<file path="src/rtl/sa_operand_feeder3x3_if.sv">
// Operand-feeder bus: buffer load port, run control and the unskewed
// row/column operand streams toward the 3x3 systolic MAC array.
interface sa_operand_feeder3x3_if #(
  parameter int WIDTH = 16
);
  logic             wr_en;
  logic             wr_sel;
  logic [3:0]       wr_addr;
  logic [WIDTH-1:0] wr_data;
  logic             start;
  logic             busy;
  logic             acc_clr;
  logic [WIDTH-1:0] a_out0;
  logic [WIDTH-1:0] a_out1;
  logic [WIDTH-1:0] a_out2;
  logic [WIDTH-1:0] b_out0;
  logic [WIDTH-1:0] b_out1;
  logic [WIDTH-1:0] b_out2;
  logic             valid;
  logic             done;

  modport master (
    output wr_en, wr_sel, wr_addr, wr_data, start,
    input  busy, acc_clr, a_out0, a_out1, a_out2,
    input  b_out0, b_out1, b_out2, valid, done
  );

  modport slave (
    input  wr_en, wr_sel, wr_addr, wr_data, start,
    output busy, acc_clr, a_out0, a_out1, a_out2,
    output b_out0, b_out1, b_out2, valid, done
  );
endinterface

</file>
<file path="src/rtl/sa_operand_feeder3x3.sv">
// Loadable double 3x3 matrix buffer that clears the array accumulators and then
// streams A by columns and B by rows, followed by a zero-operand drain.
module sa_operand_feeder3x3 #(
  parameter int WIDTH        = 16,
  parameter int DRAIN_CYCLES = 6
) (
  input logic                    clk,
  input logic                    reset,
  sa_operand_feeder3x3_if.slave  bus
);
  localparam int DW = (DRAIN_CYCLES > 1) ? $clog2(DRAIN_CYCLES) : 1;
  localparam logic [DW-1:0] DRAIN_LAST = (DRAIN_CYCLES > 0) ? DW'(DRAIN_CYCLES - 1) : '0;

  typedef enum logic [2:0] {
    IDLE   = 3'd0,
    CLR    = 3'd1,
    STREAM = 3'd2,
    DRAIN  = 3'd3,
    DONE   = 3'd4
  } state_t;

  state_t           state_r;
  logic [1:0]       step_r;
  logic [DW-1:0]    drain_r;
  logic [WIDTH-1:0] a_buf_r [9];
  logic [WIDTH-1:0] b_buf_r [9];
  logic             busy_r, acc_clr_r, valid_r, done_r;
  logic [WIDTH-1:0] a0_r, a1_r, a2_r, b0_r, b1_r, b2_r;
  logic [1:0]       next_step_s;
  logic [WIDTH-1:0] a0_s, a1_s, a2_s, b0_s, b1_s, b2_s;
  logic             wr_ok_s;

  // Buffers only change while idle, so a run always sees a frozen matrix pair
  assign wr_ok_s = bus.wr_en && (state_r == IDLE) && (bus.wr_addr <= 4'd8);

  // Matrix buffer storage
  always_ff @(posedge clk or posedge reset) begin
    if (reset) begin
      for (int i = 0; i < 9; i++) begin
        a_buf_r[i] <= '0;
        b_buf_r[i] <= '0;
      end
    end else begin
      if (wr_ok_s) begin
        if (bus.wr_sel) begin
          b_buf_r[bus.wr_addr] <= bus.wr_data;
        end else begin
          a_buf_r[bus.wr_addr] <= bus.wr_data;
        end
      end
    end
  end

  // Operands for the stream step about to be presented: A column k, B row k
  always_comb begin
    next_step_s = 2'd0;
    if (state_r == STREAM) begin
      next_step_s = step_r + 2'd1;
    end else begin
      next_step_s = 2'd0;
    end
    a0_s = '0; a1_s = '0; a2_s = '0;
    b0_s = '0; b1_s = '0; b2_s = '0;
    case (next_step_s)
      2'd0: begin
        a0_s = a_buf_r[0]; a1_s = a_buf_r[3]; a2_s = a_buf_r[6];
        b0_s = b_buf_r[0]; b1_s = b_buf_r[1]; b2_s = b_buf_r[2];
      end
      2'd1: begin
        a0_s = a_buf_r[1]; a1_s = a_buf_r[4]; a2_s = a_buf_r[7];
        b0_s = b_buf_r[3]; b1_s = b_buf_r[4]; b2_s = b_buf_r[5];
      end
      2'd2: begin
        a0_s = a_buf_r[2]; a1_s = a_buf_r[5]; a2_s = a_buf_r[8];
        b0_s = b_buf_r[6]; b1_s = b_buf_r[7]; b2_s = b_buf_r[8];
      end
      default: begin
        a0_s = '0; a1_s = '0; a2_s = '0;
        b0_s = '0; b1_s = '0; b2_s = '0;
      end
    endcase
  end

  // Run sequencer; outputs are registered for the state being entered
  always_ff @(posedge clk or posedge reset) begin
    if (reset) begin
      state_r   <= IDLE;
      step_r    <= 2'd0;
      drain_r   <= '0;
      busy_r    <= 1'b0;
      acc_clr_r <= 1'b0;
      valid_r   <= 1'b0;
      done_r    <= 1'b0;
      a0_r <= '0; a1_r <= '0; a2_r <= '0;
      b0_r <= '0; b1_r <= '0; b2_r <= '0;
    end else begin
      acc_clr_r <= 1'b0;
      valid_r   <= 1'b0;
      done_r    <= 1'b0;
      a0_r <= '0; a1_r <= '0; a2_r <= '0;
      b0_r <= '0; b1_r <= '0; b2_r <= '0;
      case (state_r)
        IDLE: begin
          if (bus.start) begin
            state_r   <= CLR;
            busy_r    <= 1'b1;
            acc_clr_r <= 1'b1;
          end else begin
            state_r <= IDLE;
            busy_r  <= 1'b0;
          end
        end
        CLR: begin
          state_r <= STREAM;
          step_r  <= 2'd0;
          busy_r  <= 1'b1;
          valid_r <= 1'b1;
          a0_r <= a0_s; a1_r <= a1_s; a2_r <= a2_s;
          b0_r <= b0_s; b1_r <= b1_s; b2_r <= b2_s;
        end
        STREAM: begin
          busy_r <= 1'b1;
          if (step_r >= 2'd2) begin
            step_r  <= 2'd0;
            drain_r <= '0;
            if (DRAIN_CYCLES == 0) begin
              state_r <= DONE;
              done_r  <= 1'b1;
            end else begin
              state_r <= DRAIN;
            end
          end else begin
            step_r  <= step_r + 2'd1;
            valid_r <= 1'b1;
            a0_r <= a0_s; a1_r <= a1_s; a2_r <= a2_s;
            b0_r <= b0_s; b1_r <= b1_s; b2_r <= b2_s;
          end
        end
        DRAIN: begin
          busy_r <= 1'b1;
          if (drain_r >= DRAIN_LAST) begin
            state_r <= DONE;
            drain_r <= '0;
            done_r  <= 1'b1;
          end else begin
            drain_r <= drain_r + DW'(1);
          end
        end
        DONE: begin
          state_r <= IDLE;
          busy_r  <= 1'b0;
        end
        default: begin
          state_r <= IDLE;
          step_r  <= 2'd0;
          drain_r <= '0;
          busy_r  <= 1'b0;
        end
      endcase
    end
  end

  assign bus.busy    = busy_r;
  assign bus.acc_clr = acc_clr_r;
  assign bus.valid   = valid_r;
  assign bus.done    = done_r;
  assign bus.a_out0  = a0_r;
  assign bus.a_out1  = a1_r;
  assign bus.a_out2  = a2_r;
  assign bus.b_out0  = b0_r;
  assign bus.b_out1  = b1_r;
  assign bus.b_out2  = b2_r;
endmodule

</file>
<file path="src/flat_wrapper.sv">
// flat-port wrapper written by rule: the top's interface ports become plain ports
module sa_operand_feeder3x3_flat 
#(
  parameter int WIDTH        = 16,
  parameter int DRAIN_CYCLES = 6
)
  (clk, reset, bus_wr_en, bus_wr_sel, bus_wr_addr, bus_wr_data, bus_start, bus_busy, bus_acc_clr, bus_a_out0, bus_a_out1, bus_a_out2, bus_b_out0, bus_b_out1, bus_b_out2, bus_valid, bus_done);
  sa_operand_feeder3x3_if #(.WIDTH(WIDTH)) bus_i ();
  input logic clk;
  input logic reset;
  input wire logic [$bits(bus_i.wr_en)-1:0] bus_wr_en;
  input wire logic [$bits(bus_i.wr_sel)-1:0] bus_wr_sel;
  input wire logic [$bits(bus_i.wr_addr)-1:0] bus_wr_addr;
  input wire logic [$bits(bus_i.wr_data)-1:0] bus_wr_data;
  input wire logic [$bits(bus_i.start)-1:0] bus_start;
  output wire logic [$bits(bus_i.busy)-1:0] bus_busy;
  output wire logic [$bits(bus_i.acc_clr)-1:0] bus_acc_clr;
  output wire logic [$bits(bus_i.a_out0)-1:0] bus_a_out0;
  output wire logic [$bits(bus_i.a_out1)-1:0] bus_a_out1;
  output wire logic [$bits(bus_i.a_out2)-1:0] bus_a_out2;
  output wire logic [$bits(bus_i.b_out0)-1:0] bus_b_out0;
  output wire logic [$bits(bus_i.b_out1)-1:0] bus_b_out1;
  output wire logic [$bits(bus_i.b_out2)-1:0] bus_b_out2;
  output wire logic [$bits(bus_i.valid)-1:0] bus_valid;
  output wire logic [$bits(bus_i.done)-1:0] bus_done;
  assign bus_i.wr_en = bus_wr_en;
  assign bus_i.wr_sel = bus_wr_sel;
  assign bus_i.wr_addr = bus_wr_addr;
  assign bus_i.wr_data = bus_wr_data;
  assign bus_i.start = bus_start;
  assign bus_busy = bus_i.busy;
  assign bus_acc_clr = bus_i.acc_clr;
  assign bus_a_out0 = bus_i.a_out0;
  assign bus_a_out1 = bus_i.a_out1;
  assign bus_a_out2 = bus_i.a_out2;
  assign bus_b_out0 = bus_i.b_out0;
  assign bus_b_out1 = bus_i.b_out1;
  assign bus_b_out2 = bus_i.b_out2;
  assign bus_valid = bus_i.valid;
  assign bus_done = bus_i.done;
  sa_operand_feeder3x3 #(.WIDTH(WIDTH), .DRAIN_CYCLES(DRAIN_CYCLES)) u_core (.clk(clk), .reset(reset), .bus(bus_i));
endmodule
</file>
<file path="config.mk">
export PLATFORM = sky130hd
export DESIGN_NAME = sa_operand_feeder3x3_flat
export DESIGN_NICKNAME = d
export VERILOG_FILES = /design/src/rtl/sa_operand_feeder3x3_if.sv /design/src/rtl/sa_operand_feeder3x3.sv /design/src/flat_wrapper.sv
export SDC_FILE = /design/constraint.sdc
export NUM_CORES = 1
export LEC_CHECK = 0
export ABC_AREA = 1
export BUFFER_PORTS_ARGS = -buffer_cell sky130_fd_sc_hd__buf_2
export CORE_ASPECT_RATIO = 0.6
export CORE_UTILIZATION = 44
export CTS_CLUSTER_DIAMETER = 30
export DETAILED_ROUTE_END_ITERATION = 6
export PLACE_DENSITY = 0.7
export SYNTH_ARGS = -nofsm -noshare
export SYNTH_HDL_FRONTEND = slang
export SYNTH_SLANG_ARGS = --single-unit
</file>
<file path="constraint.sdc">
create_clock -name clk -period 14.7 [get_ports clk]
set_input_delay 1.47 -clock clk [delete_from_list [all_inputs] [get_ports clk]]
set_output_delay 1.47 -clock clk [all_outputs]
set_load 0.005 [all_outputs]
</file>
Word level (Yosys, flattened, before mapping)
Index checks and enable logic that the tools add are counted.
{"block": "word_totals", "out_inout_bits": 100, "wordCells": 100, "reg_bits": 396, "input_bits": 25}
{"block": "op_classes", "n_lt_le_gt_ge": 5, "eq_ne": 8, "muxes": 39, "reduce_logical": 12, "n_addsub": 2, "n_bitwise": 3}
{"operator": "$bwmux W144", "n": 2}
{"operator": "$pmux W16 S3", "n": 6}
{"operator": "$pmux W16 S2", "n": 6}
{"operator": "$mux W16", "n": 7}
{"operator": "$demux W16 S4", "n": 1}
{"operator": "$mux W3", "n": 4}
{"operator": "$pmux W3 S4", "n": 1}
{"operator": "$pmux W3 S3", "n": 1}
{"operator": "$reduce_or A3 Y1", "n": 3}
{"operator": "$reduce_and A2 Y1", "n": 4}
{"operator": "$eq A3 B2 Y1 const B", "n": 2}
{"operator": "$mux W1", "n": 6}
{"operator": "$ge A5 B5 Y1 const B", "n": 1}
{"operator": "$lt A5 B1 Y1 const B", "n": 1}
{"operator": "$not A4 Y5", "n": 1}
{"operator": "$le A4 B4 Y1 const B", "n": 1}
{"operator": "$mux W2", "n": 2}
{"operator": "$pmux W1 S2", "n": 2}
{"operator": "$pmux W2 S2", "n": 1}
{"operator": "$add A3 B1 Y3 const B", "n": 1}
{"operator": "$eq A3 B1 Y1 const B", "n": 1}
{"operator": "$eq A3 B3 Y1 const B", "n": 1}
{"operator": "$ge A3 B3 Y1 const B", "n": 1}
{"operator": "$logic_and A1 B1 Y1", "n": 3}
{"operator": "other kinds (9)", "n": 10}

Longest topological paths before layout
Gate-level depths: netlist of the first run.
{"block": "depth", "word_depth": 6, "depth_mapped": 13, "depth_no_buf": 9}

Worst setup path before layout of the first run
Ideal clock, no wire load.
{"block": "synth_timing", "path_type": "input -> register", "startpoint": "in bus_wr_sel", "endpoint": "reg u_core.a_buf_r[46] (netlist bit)", "setup_slack_ps": 11986, "arrival_ps": 2597, "required_time_ps": 14583, "stages": 7, "n_path_buf": 3, "setup_ps": 117, "cell_sequence": "buf_2 -> clkinv_1 -> clkbuf_1 -> nand3_1 -> buf_2 -> nand2_1 -> nand2_1"}
{"block": "synth_between", "elab_chain_cells": 2}
{"element": "start: declaration", "line_no": "flat_wrapper.sv:12", "source": "input wire logic [$bits(bus_i.wr_sel)-1:0] bus_wr_sel;"}
{"element": "$not A1 Y1 (no source line)"}
{"element": "$reduce_and A2 Y1 (no source line)"}
{"element": "end signal: indexed assignment", "line_no": "sa_operand_feeder3x3.sv:48", "source": "a_buf_r[bus.wr_addr] <= bus.wr_data;"}
{"element": "end: declaration", "line_no": "sa_operand_feeder3x3.sv:25", "source": "logic [WIDTH-1:0] a_buf_r [9];"}
No other way between the ends.
A chain may end at the register's enable or synchronous reset.

Worst setup path in the final report of the first run
{"block": "layout_timing", "startpoint": "reg u_core.step_r[0]", "endpoint": "reg u_core.b0_r[15], in the netlist u_core.bus.b_out0[15]"}
{"block": "layout_between", "elab_chain_cells": 6, "elab_cells_between_ends": 9, "classes_between": "add/sub: 1; order compare: 1; eq/ne: 2; mux: 4; reduce/logical: 1"}
{"element": "start: declaration", "line_no": "sa_operand_feeder3x3.sv:23", "source": "logic [1:0] step_r;"}
{"element": "start signal: assignment", "line_no": "sa_operand_feeder3x3.sv:133", "source": "step_r <= step_r + 2'd1;"}
{"element": "$add A2 B1 Y2", "line_no": "sa_operand_feeder3x3.sv:58", "source": "next_step_s = step_r + 2'd1;"}
{"element": "$mux W2", "line_no": "sa_operand_feeder3x3.sv:57", "source": "if (state_r == STREAM) begin"}
{"element": "$eq A2 B2 Y1 (tied with other cells)", "line_no": "sa_operand_feeder3x3.sv:64", "source": "case (next_step_s)"}
{"element": "$pmux W16 S3", "line_no": "sa_operand_feeder3x3.sv:64"}
{"element": "$mux W16", "line_no": "sa_operand_feeder3x3.sv:123", "source": "if (step_r >= 2'd2) begin"}
{"element": "$pmux W16 S2 (*)", "line_no": "sa_operand_feeder3x3.sv:102", "source": "case (state_r)"}
{"element": "end signal: assignment", "line_no": "sa_operand_feeder3x3.sv:119", "source": "b0_r <= b0_s; b1_r <= b1_s; b2_r <= b2_s;"}
{"element": "end signal: assignment", "line_no": "sa_operand_feeder3x3.sv:136", "source": "b0_r <= b0_s; b1_r <= b1_s; b2_r <= b2_s;"}
{"element": "end: declaration", "line_no": "sa_operand_feeder3x3.sv:28", "source": "logic [WIDTH-1:0] a0_r, a1_r, a2_r, b0_r, b1_r, b2_r;"}
Mark *: on every way between the ends. The rest lies on a longest branch, timed or not.

==> impl_metrics.ini, run 1 <==
[run_status]
status = finished, final reports clean

[timing]
setup_viol = 0
max_slew.worst_pin.slew_ns = 1.104
finalHoldViolCount = 0
finClkSkew_ns = 0.02095
fin_crit_sh_pct = 34.08
holdWs_ns = 0.4702
grt_setup_unrepaired = no
slew_viol_final = 0
fin_setup_tns_ns = 0
min_period_ns = 5.010
fin_ws_ns = 9.690
fmax_mhz = 199.6
relSlewSlack_pct = 26.43

[job]
maxCapViolCount = 0

[floorplan]
die_h_um = 159.3
die-area_um2 = 42100
core_area_um2 = 40580
start_util_pct = 44.74
row_count = 57
die_w_um = 264.2
boundaryPins = 125

[worst_setup_path]
worstSetupPathDepth = 8
crit_path_start = u_core.step_r[0]$_DFFE_PP0N_
cp_cell_sequence = clkinv_2, ha_4, inv_2, buf_4, nand4_1, nand3_1, nand2_1, inv_1
rrSetupSlack_ns = 9.69
crit_type = flip-flop to flip-flop
worst_setup_path_start_kind = flip-flop
crit_path_max_incr_delay_ns = 0.97
critical_path.top_delay_family = buffers and inverters
end_kind = flip-flop
slowest_stage = dfrtp_2
worst-path-buf-inv = 4
reg2reg_depth = 8
path_max_fanout = 60
arrival_ns = 5.54
worstPathRequired_ns = 15.23
endpoint = u_core.bus.b_out0[15]$_DFF_PP0_
r2r-start = u_core.step_r[0]$_DFFE_PP0N_
reg2reg_to = u_core.bus.b_out0[15]$_DFF_PP0_

[place]
hpwl_um = 29750
dp_slack_ns = 10.00
port_buffers = 124
placed_cells = 2610
gp_congestion = 0.8260

[clocking]
clkTransAtPathRegs_ns = 0.05
cts_setup_buffers = 0
cts_buffer_depth = 3
post_cts_resized = 0
cts.htree.levels = 2
cts_hold_buf = 0
cts_buffers = 56
cts_tree = done
cts_root_buffer = clkbuf_16
clock-sinks = 396
worstSkewPairLatency_ns = 0.60

[power_and_ir_drop]
ir_worst_vdd_mv = 0.1587
leakagePower_uw = 0.01161
powerDensity_nw_per_um2 = 175.6

[routing]
drtPass1Iterations = 7
wl_per_cell_um = 20.71
finalWirelength_um = 56170
dr_total_vias = 16468
vias_per_cell = 6.072
drtIter0Drc = 2075
ant_nets = 0
drc = 0

[grt]
antenna_found_initial = 1
gr-usage-all-layers_pct = 26.50
grt_pass1_wl_um = 88840
overflow = 0
grt_pass1_vias = 15603
grt_max_degree = 200

[layout]
nets = 2167
layout_common_cells = nand2_1, nand4_1, dfrtp_1
drive_gt1_share_pct = 12.75
seq_area_um2 = 9911
layout_commonest_cell = nand2_1
multi_input_area_um2 = 6877
syn_to_final_growth_pct = 14.98
fill_cells = 3693
final_cells = 2712

[synth]
syn_avg_cell_area_um2 = 8.420
yosysSeqAreaShare_pct = 54.59
synth_flop_cell = dfrtp_1
synth.yosys.warnings = 0
syn_area_um2 = 18150
synth_edf_count = 0
synthesis.nets = 2186
ys_async_sr_fraction_pct = 100.0
ys_ff_latch = 396
netlist_instances = 2156
synth_cell_types = 25

[hold_path]
hp-class = flip-flop to flip-flop
[power by group]
group / total (µW) / internal [µW] / switching [µW]
sequential: 1280 / 1210 / 78.3
clock: 1540 / 1030 / 514
combinational: 843 / 143 / 700
total: 3670 / 2370 / 1290
[worst min path at each step]
stage	cells after the start	slack [ns]	end	startpoint
after floorplan	1	0.44	u_core.bus.busy$_DFF_PP0_	u_core.state_r[2]$_DFFE_PP0P_
after global placement	2	0.45	u_core.a_buf_r[30]$_DFFE_PP0P_	u_core.a_buf_r[30]$_DFFE_PP0P_
after detailed placement	2	0.46	u_core.a_buf_r[108]$_DFFE_PP0P_	u_core.a_buf_r[108]$_DFFE_PP0P_
after CTS	2	0.47	u_core.a_buf_r[48]$_DFFE_PP0P_	u_core.a_buf_r[48]$_DFFE_PP0P_
after global routing	2	0.48	u_core.a_buf_r[126]$_DFFE_PP0P_	u_core.a_buf_r[126]$_DFFE_PP0P_
final	2	0.47	u_core.a_buf_r[56]$_DFFE_PP0P_	u_core.a_buf_r[56]$_DFFE_PP0P_
[cell usage after synthesis, types with 2 or more instances]
cell type,n,area [µm²]
inv_2,3,11.26
nor2_4,2,22.52
ha_1,5,62.56
buf_4,26,195.2
nand4_1,480,3003
buf_1,16,60.06
dfrtp_1,396,9910
nand3_2,10,100.1
a21oi_1,2,10.01
o21ai_0,6,30.03
nor2_1,15,56.30
inv_1,108,405.4
nand3_1,107,535.5
clkinv_1,2,7.510
nor2_2,3,18.77
buf_2,34,170.2
nor3_1,2,10.01
nand2_1,783,2939
clkbuf_1,150,563.0
[final cells by class]
class                   instances  share of cell area [%]
diodes                          1                 0.01199
clock buffers                  72                   7.631
inverters                     113                   2.086
well taps                     531                   3.183
clock inverters                29                   2.661
multi-input cells            1421                   32.94
flip-flops and latches        396                   47.48
repair buffers                149                   4.004
[cell families after synthesis]
family / after synthesis / synth area share (%)
compound gates: 9 / 0.2481
xor+xnor: 1 / 0.04825
fa+ha+maj: 5 / 0.3446
buf+inv: 339 / 7.781
flops: 396 / 54.59
simple gates: 1406 / 36.99
[metal layers]
layer  wire length [µm]  vias up  GRT usage, %
li1                   -     7305             -
met1              23820     8009         38.14
met2              24040     1015         38.53
met3               6476      139         6.650
met4               1829        0         9.989
met5                  0        -             0
[flip-flops by register name, indices dropped and copies added (netlist names)]
| signal | flops |
|---|---|
| u_core.bus.a_out0 | 16 |
| u_core.bus.b_out1 | 16 |
| u_core.state_r | 3 |
| u_core.bus.valid | 1 |
| u_core.bus.done | 1 |
| u_core.bus.busy | 1 |
| u_core.step_r | 2 |
| u_core.bus.b_out0 | 16 |
| u_core.bus.b_out2 | 16 |
| u_core.bus.a_out2 | 16 |
| u_core.a_buf_r | 144 |
| u_core.b_buf_r | 144 |
| u_core.bus.acc_clr | 1 |
| u_core.drain_r | 3 |
| u_core.bus.a_out1 | 16 |
[worst reg2reg max path, stage by stage, from the launching register on]
cell	delay (ns)
dfrtp_2	0.97
clkinv_2	0.94
ha_4	0.81
inv_2	0.76
buf_4	0.77
nand4_1	0.26
nand3_1	0.27
nand2_1	0.09
inv_1	0.10
[stage by stage]
stage               instance area [µm²]  util [%]  power (µW)
floorplan                         18150         -        1850
global placement                  18720     46.14        2095
detailed placement                18720     46.14        2112
CTS                               20870     51.43        3653
global route                      20870     51.44        3797
finish                            20870     51.44        3665
Power figures use the tool's default switching activity.
==> run 2: changes to the inputs <==
--- a/config.mk
+++ b/config.mk
@@ -5,7 +5,7 @@
 export SDC_FILE = /design/constraint.sdc
 export NUM_CORES = 1
 export LEC_CHECK = 0
-export ABC_AREA = 1
+export ABC_AREA = 0
 export BUFFER_PORTS_ARGS = -buffer_cell sky130_fd_sc_hd__buf_2
 export CORE_ASPECT_RATIO = 0.6
 export CORE_UTILIZATION = 44
==> constraint.sdc (replaced) <==
create_clock -name clk -period 5.3 [get_ports clk]
set_input_delay 0.53 -clock clk [delete_from_list [all_inputs] [get_ports clk]]
set_output_delay 0.53 -clock clk [all_outputs]
set_load 0.005 [all_outputs]
==> run 2 against run 1 <==
Final cell count fell by 28%. Final area fell by 3.8%. Register-to-register slack got worse by 7.9 ns. Critical endpoint is now u_core.b_buf_r[66]$_DFFE_PP0P_. Non-clock buffer count fell by 6. Critical path depth fell by 5. Maximum frequency rose by 44%. Largest power group unchanged. Clock skew rose by 0.0056 ns. Utilization rose by 1.5 points. Critical path type unchanged. Hold slack got worse by 0.36 ns.
==> impl_metrics.ini, run 2 <==
[run_status]
status = finished, final reports clean

[timing]
max_slew.worst_pin.slew_ns = 1.351
fin_setup_tns_ns = 0
finalHoldViolCount = 0
fin_ws_ns = 1.821
setup_viol = 0
holdWs_ns = 0.1150
relSlewSlack_pct = 9.858
grt_setup_unrepaired = no
slew_viol_final = 0
fmax_mhz = 287.4
finClkSkew_ns = 0.02655
min_period_ns = 3.479
fin_crit_sh_pct = 65.65

[clocking]
cts_setup_buffers = 0
cts_hold_buf = 0
post_cts_resized = 0
cts_tree = done
cts_root_buffer = clkbuf_16
clkTransAtPathRegs_ns = 0.06
cts_buffer_depth = 3
worstSkewPairLatency_ns = 0.60
cts_buffers = 58
cts.htree.levels = 2
clock-sinks = 396

[worst_setup_path]
r2r-start = u_core.state_r[0]$_DFFE_PP0P_
slowest_stage = nor4_4
path_max_fanout = 17
end_kind = flip-flop
worstPathRequired_ns = 5.75
arrival_ns = 3.93
cp_cell_sequence = or4b_1, nor4_4, mux2_2
rrSetupSlack_ns = 1.82
worst-path-buf-inv = 0
crit_path_max_incr_delay_ns = 1.24
critical_path.top_delay_family = simple AND/OR/NAND/NOR gates
worst_setup_path_start_kind = flip-flop
crit_path_start = u_core.state_r[0]$_DFFE_PP0P_
crit_type = flip-flop to flip-flop

[layout]
layout_common_cells = dfrtp_1, mux2_2, buf_2
multi_input_area_um2 = 6573
reg_top3 = u_core.a_buf_r (144), u_core.b_buf_r (144)
fill_cells = 3131
seq_area_um2 = 9911
syn_to_final_growth_pct = 17.91
nets = 1427
layout_commonest_cell = dfrtp_1
antenna_cells = 0
final_cells = 1960
drive_gt1_share_pct = 38.70

[hold_path]
hp-class = input pin to async pin

[grt]
grt_pass1_wl_um = 68970
overflow = 0
grt_max_degree = 183
gr-usage-all-layers_pct = 22.25
grt_pass1_vias = 11599
antenna_found_initial = 1

[place]
placed_cells = 1850
gp_congestion = 0.7674
hpwl_um = 24960
dp_slack_ns = 1.893
port_buffers = 124

[routing]
vias_per_cell = 5.837
wl_per_cell_um = 22.41
drc = 0
ant_nets = 0
drtPass1Iterations = 5
drtIter0Drc = 922
finalWirelength_um = 43920
dr_total_vias = 11441

[synth]
synth.most_common_cell = dfrtp_1
syn_avg_cell_area_um2 = 12.90
netlist_instances = 1320
ys_ff_latch = 396
synth_common_cells = dfrtp_1, mux2_2, clkbuf_1
yosysSeqAreaShare_pct = 58.19
synth_top_area_cell = dfrtp_1
synth_top_cells_by_area = dfrtp_1, mux2_2, o21ai_0
synth_top_area_share_pct = 58.19
synth.yosys.warnings = 0
synthesis.nets = 1350
synth_flop_cell = dfrtp_1
synth_cell_types = 41
ys_async_sr_fraction_pct = 100.0
syn_area_um2 = 17030
synth_edf_count = 0

[floorplan]
core_area_um2 = 37920
die_h_um = 154.4
boundaryPins = 125
row_count = 55
die_w_um = 256.0
start_util_pct = 44.91
die-area_um2 = 39520

[power_and_ir_drop]
ir_worst_vdd_mv = 0.6015
powerDensity_nw_per_um2 = 520.2
leakagePower_uw = 0.009554
total_power_uw = 10450

[job]
maxCapViolCount = 0
## run 2: cell types whose count changed after synthesis, sizes merged, moves of 64 or more
cell,previous run,this run
nand2,783,52
o21ai,7,98
mux2,0,288
nand3,117,53
inv,111,7
nand4,480,2
## run 2: worst paths after layout
check | to | depth (start not counted)
setup / recovery | u_core.b_buf_r[66]$_DFFE_PP0P_ | 3
hold / removal | u_core.bus.b_out2[5]$_DFF_PP0_ | 2
setup reg to reg | u_core.b_buf_r[66]$_DFFE_PP0P_ | 3
hold reg to reg | u_core.drain_r[2]$_DFFE_PP0P_ | 1
max in group asynchronous | u_core.step_r[0]$_DFFE_PP0N_ | 3
min in group clk | u_core.bus.busy$_DFF_PP0_ | 3
## run 2: logic make-up after synthesis
kind of cell / Yosys count / share of synthesized area [%]
DFF: 396 / 58.19
muxes: 288 / 19.71
AOI/OAI and AO/OA: 252 / 8.979
and+or+nand+nor: 245 / 9.265
buffers and inverters: 133 / 3.439
adders and majority gates: 5 / 0.3674
xor gates and xnor gates: 1 / 0.05144
## run 2: metrics by stage
| stage | area [µm²] | utilization, % |
|---|---|---|
| after detailed placement | 17940 | 47.32 |
| after global routing | 20080 | 52.95 |
| final | 20080 | 52.95 |
| after global placement | 17940 | 47.32 |
| after CTS | 20080 | 52.95 |
| after floorplan | 17030 | - |
## run 2: routing by layer
metal | global-route usage, % | vias up | routed length [µm]
met5 | 0 | - | 0
met4 | 5.960 | 0 | 732
met3 | 4.179 | 62 | 2783
met2 | 32.57 | 385 | 19560
met1 | 33.74 | 5996 | 20850
li1 | - | 4998 | -
## run 2: where the power goes
| group | internal (µW) | switching (µW) | total [µW] |
|---|---|---|---|
| Combinational | 754 | 1740 | 2490 |
| Clock | 2630 | 1490 | 4120 |
| Sequential | 3550 | 286 | 3830 |
## run 2: final cells by class
class,count,area share (%)
sequential,396,49.36
multi-input combinational,791,32.74
clock buffer,72,7.995
timing repair buffer,143,3.926
tap,513,3.197
clock inverter,38,2.636
inverter,7,0.1496
## run 2: worst register-to-register path: stages, from the launching register on
cell	delay [ns]
dfrtp_1	0.58
or4b_1	1.06
nor4_4	1.26
mux2_2	0.44
==> run 3: changes to the inputs <==
--- a/config.mk
+++ b/config.mk
@@ -5,13 +5,13 @@
 export SDC_FILE = /design/constraint.sdc
 export NUM_CORES = 1
 export LEC_CHECK = 0
-export ABC_AREA = 0
+export ABC_AREA = 1
 export BUFFER_PORTS_ARGS = -buffer_cell sky130_fd_sc_hd__buf_2
 export CORE_ASPECT_RATIO = 0.6
 export CORE_UTILIZATION = 44
 export CTS_CLUSTER_DIAMETER = 30
 export DETAILED_ROUTE_END_ITERATION = 6
-export PLACE_DENSITY = 0.7
+export PLACE_DENSITY = 0.72
 export SYNTH_ARGS = -nofsm -noshare
 export SYNTH_HDL_FRONTEND = slang
 export SYNTH_SLANG_ARGS = --single-unit
==> constraint.sdc (replaced) <==
create_clock -name clk -period 2.8 [get_ports clk]
set_input_delay 0.28 -clock clk [delete_from_list [all_inputs] [get_ports clk]]
set_output_delay 0.28 -clock clk [all_outputs]
set_load 0.005 [all_outputs]
==> run 3 against run 2 <==
Highest routed layer is now met5. Final area rose by 4.8%. First-iteration DRC count rose to 2.7 times the previous value. Global-route usage rose by 5.6 points. Final cell count rose by 40%. Critical endpoint is now u_core.a_buf_r[118]$_DFFE_PP0P_. Register-to-register slack got worse by 1.4 ns. Hold slack improved by 0.077 ns. Count of clock-buffer cells in the layout fell by 10. Clock skew fell by 0.0041 ns. Maximum frequency rose by 49%. Total power rose by 77%. Clock power rose by 69%.
==> impl_metrics.ini, run 3 (synthesized netlist as in run 1, its figures left out) <==
[run_status]
status = finished, final reports clean

[grt]
grt_max_degree = 103
grt.met3_usage_pct = 7.594
grt_use_met2_pct = 39.93
overflow = 0
gr-usage-all-layers_pct = 27.86
grt_pass1_vias = 16055
antenna_found_initial = 1
use_met1_pct = 40.29
grt_pass1_wl_um = 92780
grt-busiest-layer = met1

[worst_setup_path]
end_kind = flip-flop
reg2reg_depth = 7
arrival_ns = 2.81
path_max_fanout = 71
worst_setup_path_start_kind = flip-flop
crit_type = flip-flop to flip-flop
worstPathRequired_ns = 3.27

[clocking]
cts_setup_buffers = 0
cts_hold_buf = 2
worstSkewPairLatency_ns = 0.60
cts_tree = done
cts.htree.levels = 2
cts_buffers = 54
post_cts_resized = 0
cts_root_buffer = clkbuf_16
clock-sinks = 396
clkTransAtPathRegs_ns = 0.06
cts_buffer_depth = 3

[layout]
reg_top3 = u_core.a_buf_r (144), u_core.b_buf_r (144)
utilization_pct = 51.84
seq_area_um2 = 9911
nets = 2203
multi_input_area_um2 = 6877
syn_to_final_growth_pct = 15.89
antenna_cells = 0
drive_gt1_share_pct = 14.33
layout_common_cells = nand2_1, nand4_1, dfrtp_1
layout_commonest_cell = nand2_1
final_cells = 2750
fill_cells = 3662

[floorplan]
start_util_pct = 44.74
die_h_um = 159.3
boundaryPins = 125
die-area_um2 = 42100
die_w_um = 264.2
core_area_um2 = 40580
row_count = 57

[timing]
finalHoldViolCount = 0
fin_crit_sh_pct = 83.53
relSlewSlack_pct = 42.79
setup_viol = 0
grt_setup_unrepaired = no
max_slew.worst_pin.slew_ns = 0.8564
slew_viol_final = 0
min_period_ns = 2.339
fmax_mhz = 427.6
finClkSkew_ns = 0.02242
fin_ws_ns = 0.4612

[routing]
drtIter0Drc = 2502
dr_total_vias = 16783
drc = 0
drtPass1Iterations = 6
finalWirelength_um = 58640
wl_per_cell_um = 21.32
ant_nets = 0
vias_per_cell = 6.103

[place]
port_buffers = 124
gp_congestion = 0.8333
dp_slack_ns = 0.5019
hpwl_um = 32540
placed_cells = 2646

[power_and_ir_drop]
powerDensity_nw_per_um2 = 877.0
ir_worst_vdd_mv = 1.210
leakagePower_uw = 0.01170

[hold_path]
hp-class = input pin to flip-flop
holdPathStages = 3

[job]
maxCapViolCount = 0
## run 3: cell types whose count changed in the layout (fill, tap and decap cells not counted), moves of 14 or more
| cell | previous run | this run |
|---|---|---|
| nand2_1 | 52 | 783 |
| nand4_1 | 2 | 480 |
| mux2_2 | 257 | 0 |
| inv_1 | 6 | 107 |
| o21ai_0 | 98 | 6 |
| nand3_1 | 53 | 107 |
| a31oi_1 | 52 | 0 |
| a32oi_1 | 50 | 0 |
| nor3b_1 | 47 | 0 |
| a21oi_1 | 48 | 2 |
| and3_1 | 46 | 1 |
| mux2_4 | 30 | 0 |
| buf_4 | 17 | 46 |
| buf_12 | 2 | 16 |
## run 3: routing by layer
| layer | wire length, µm | vias up |
|---|---|---|
| met4 | 1863 | 2 |
| met2 | 25440 | 1079 |
| met1 | 24300 | 8187 |
| li1 | - | 7360 |
| met5 | 9 | - |
| met3 | 7031 | 155 |
## run 3: final cells by class
cell class | count | share of cell area (%)
Timing Repair Buffer | 187 | 6.185
Tap cell | 531 | 3.158
Multi-Input combinational cell | 1421 | 32.69
Inverter | 113 | 2.052
Clock buffer | 62 | 6.899
Clock inverter | 40 | 1.909
Sequential cell | 396 | 47.11
## run 3: worst paths after layout
check	start	end	slack (ns)
max	u_core.state_r[0]$_DFFE_PP0P_	u_core.a_buf_r[118]$_DFFE_PP0P_	0.46
min	bus_wr_data[15]	u_core.a_buf_r[15]$_DFFE_PP0P_	0.19
max reg2reg	u_core.state_r[0]$_DFFE_PP0P_	u_core.a_buf_r[118]$_DFFE_PP0P_	0.46
min reg2reg	u_core.a_buf_r[139]$_DFFE_PP0P_	u_core.a_buf_r[139]$_DFFE_PP0P_	0.47
max in group asynchronous	reset	u_core.a_buf_r[115]$_DFFE_PP0P_	1.46
min in group asynchronous	reset	u_core.bus.b_out0[5]$_DFF_PP0_	0.42
## run 3: power by group
| group | total (µW) | leakage (µW) | internal, µW | switching (µW) |
|---|---|---|---|---|
| combinational | 4810 | 0.00533 | 971 | 3840 |
| sequential | 6680 | 0.00547 | 6330 | 349 |
| clock | 6960 | 0.000904 | 4100 | 2860 |
## run 3: through the flow
step / total power (µW) / setup TNS [ns] / instance area, µm² / hold WS [ns]
final: 18450 / 0 / 21040 / 0.1916
after global routing: 19160 / 0 / 21040 / 0.1904
after CTS: 18360 / 0 / 21040 / 0.1724
after detailed placement: 11410 / 0 / 19160 / 0.4582
after global placement: 11350 / 0 / 19160 / 0.4528
after floorplan: 9715 / -1112.69 / 18160 / 0.4087
## run 3: critical path: stages (launching register included)
cell	delay, ns
dfrtp_1	0.44
nor2_2	0.20
nand3_1	0.15
nor2_4	0.19
buf_12	0.32
nand3_1	0.59
nand2_1	0.23
nand2_1	0.07
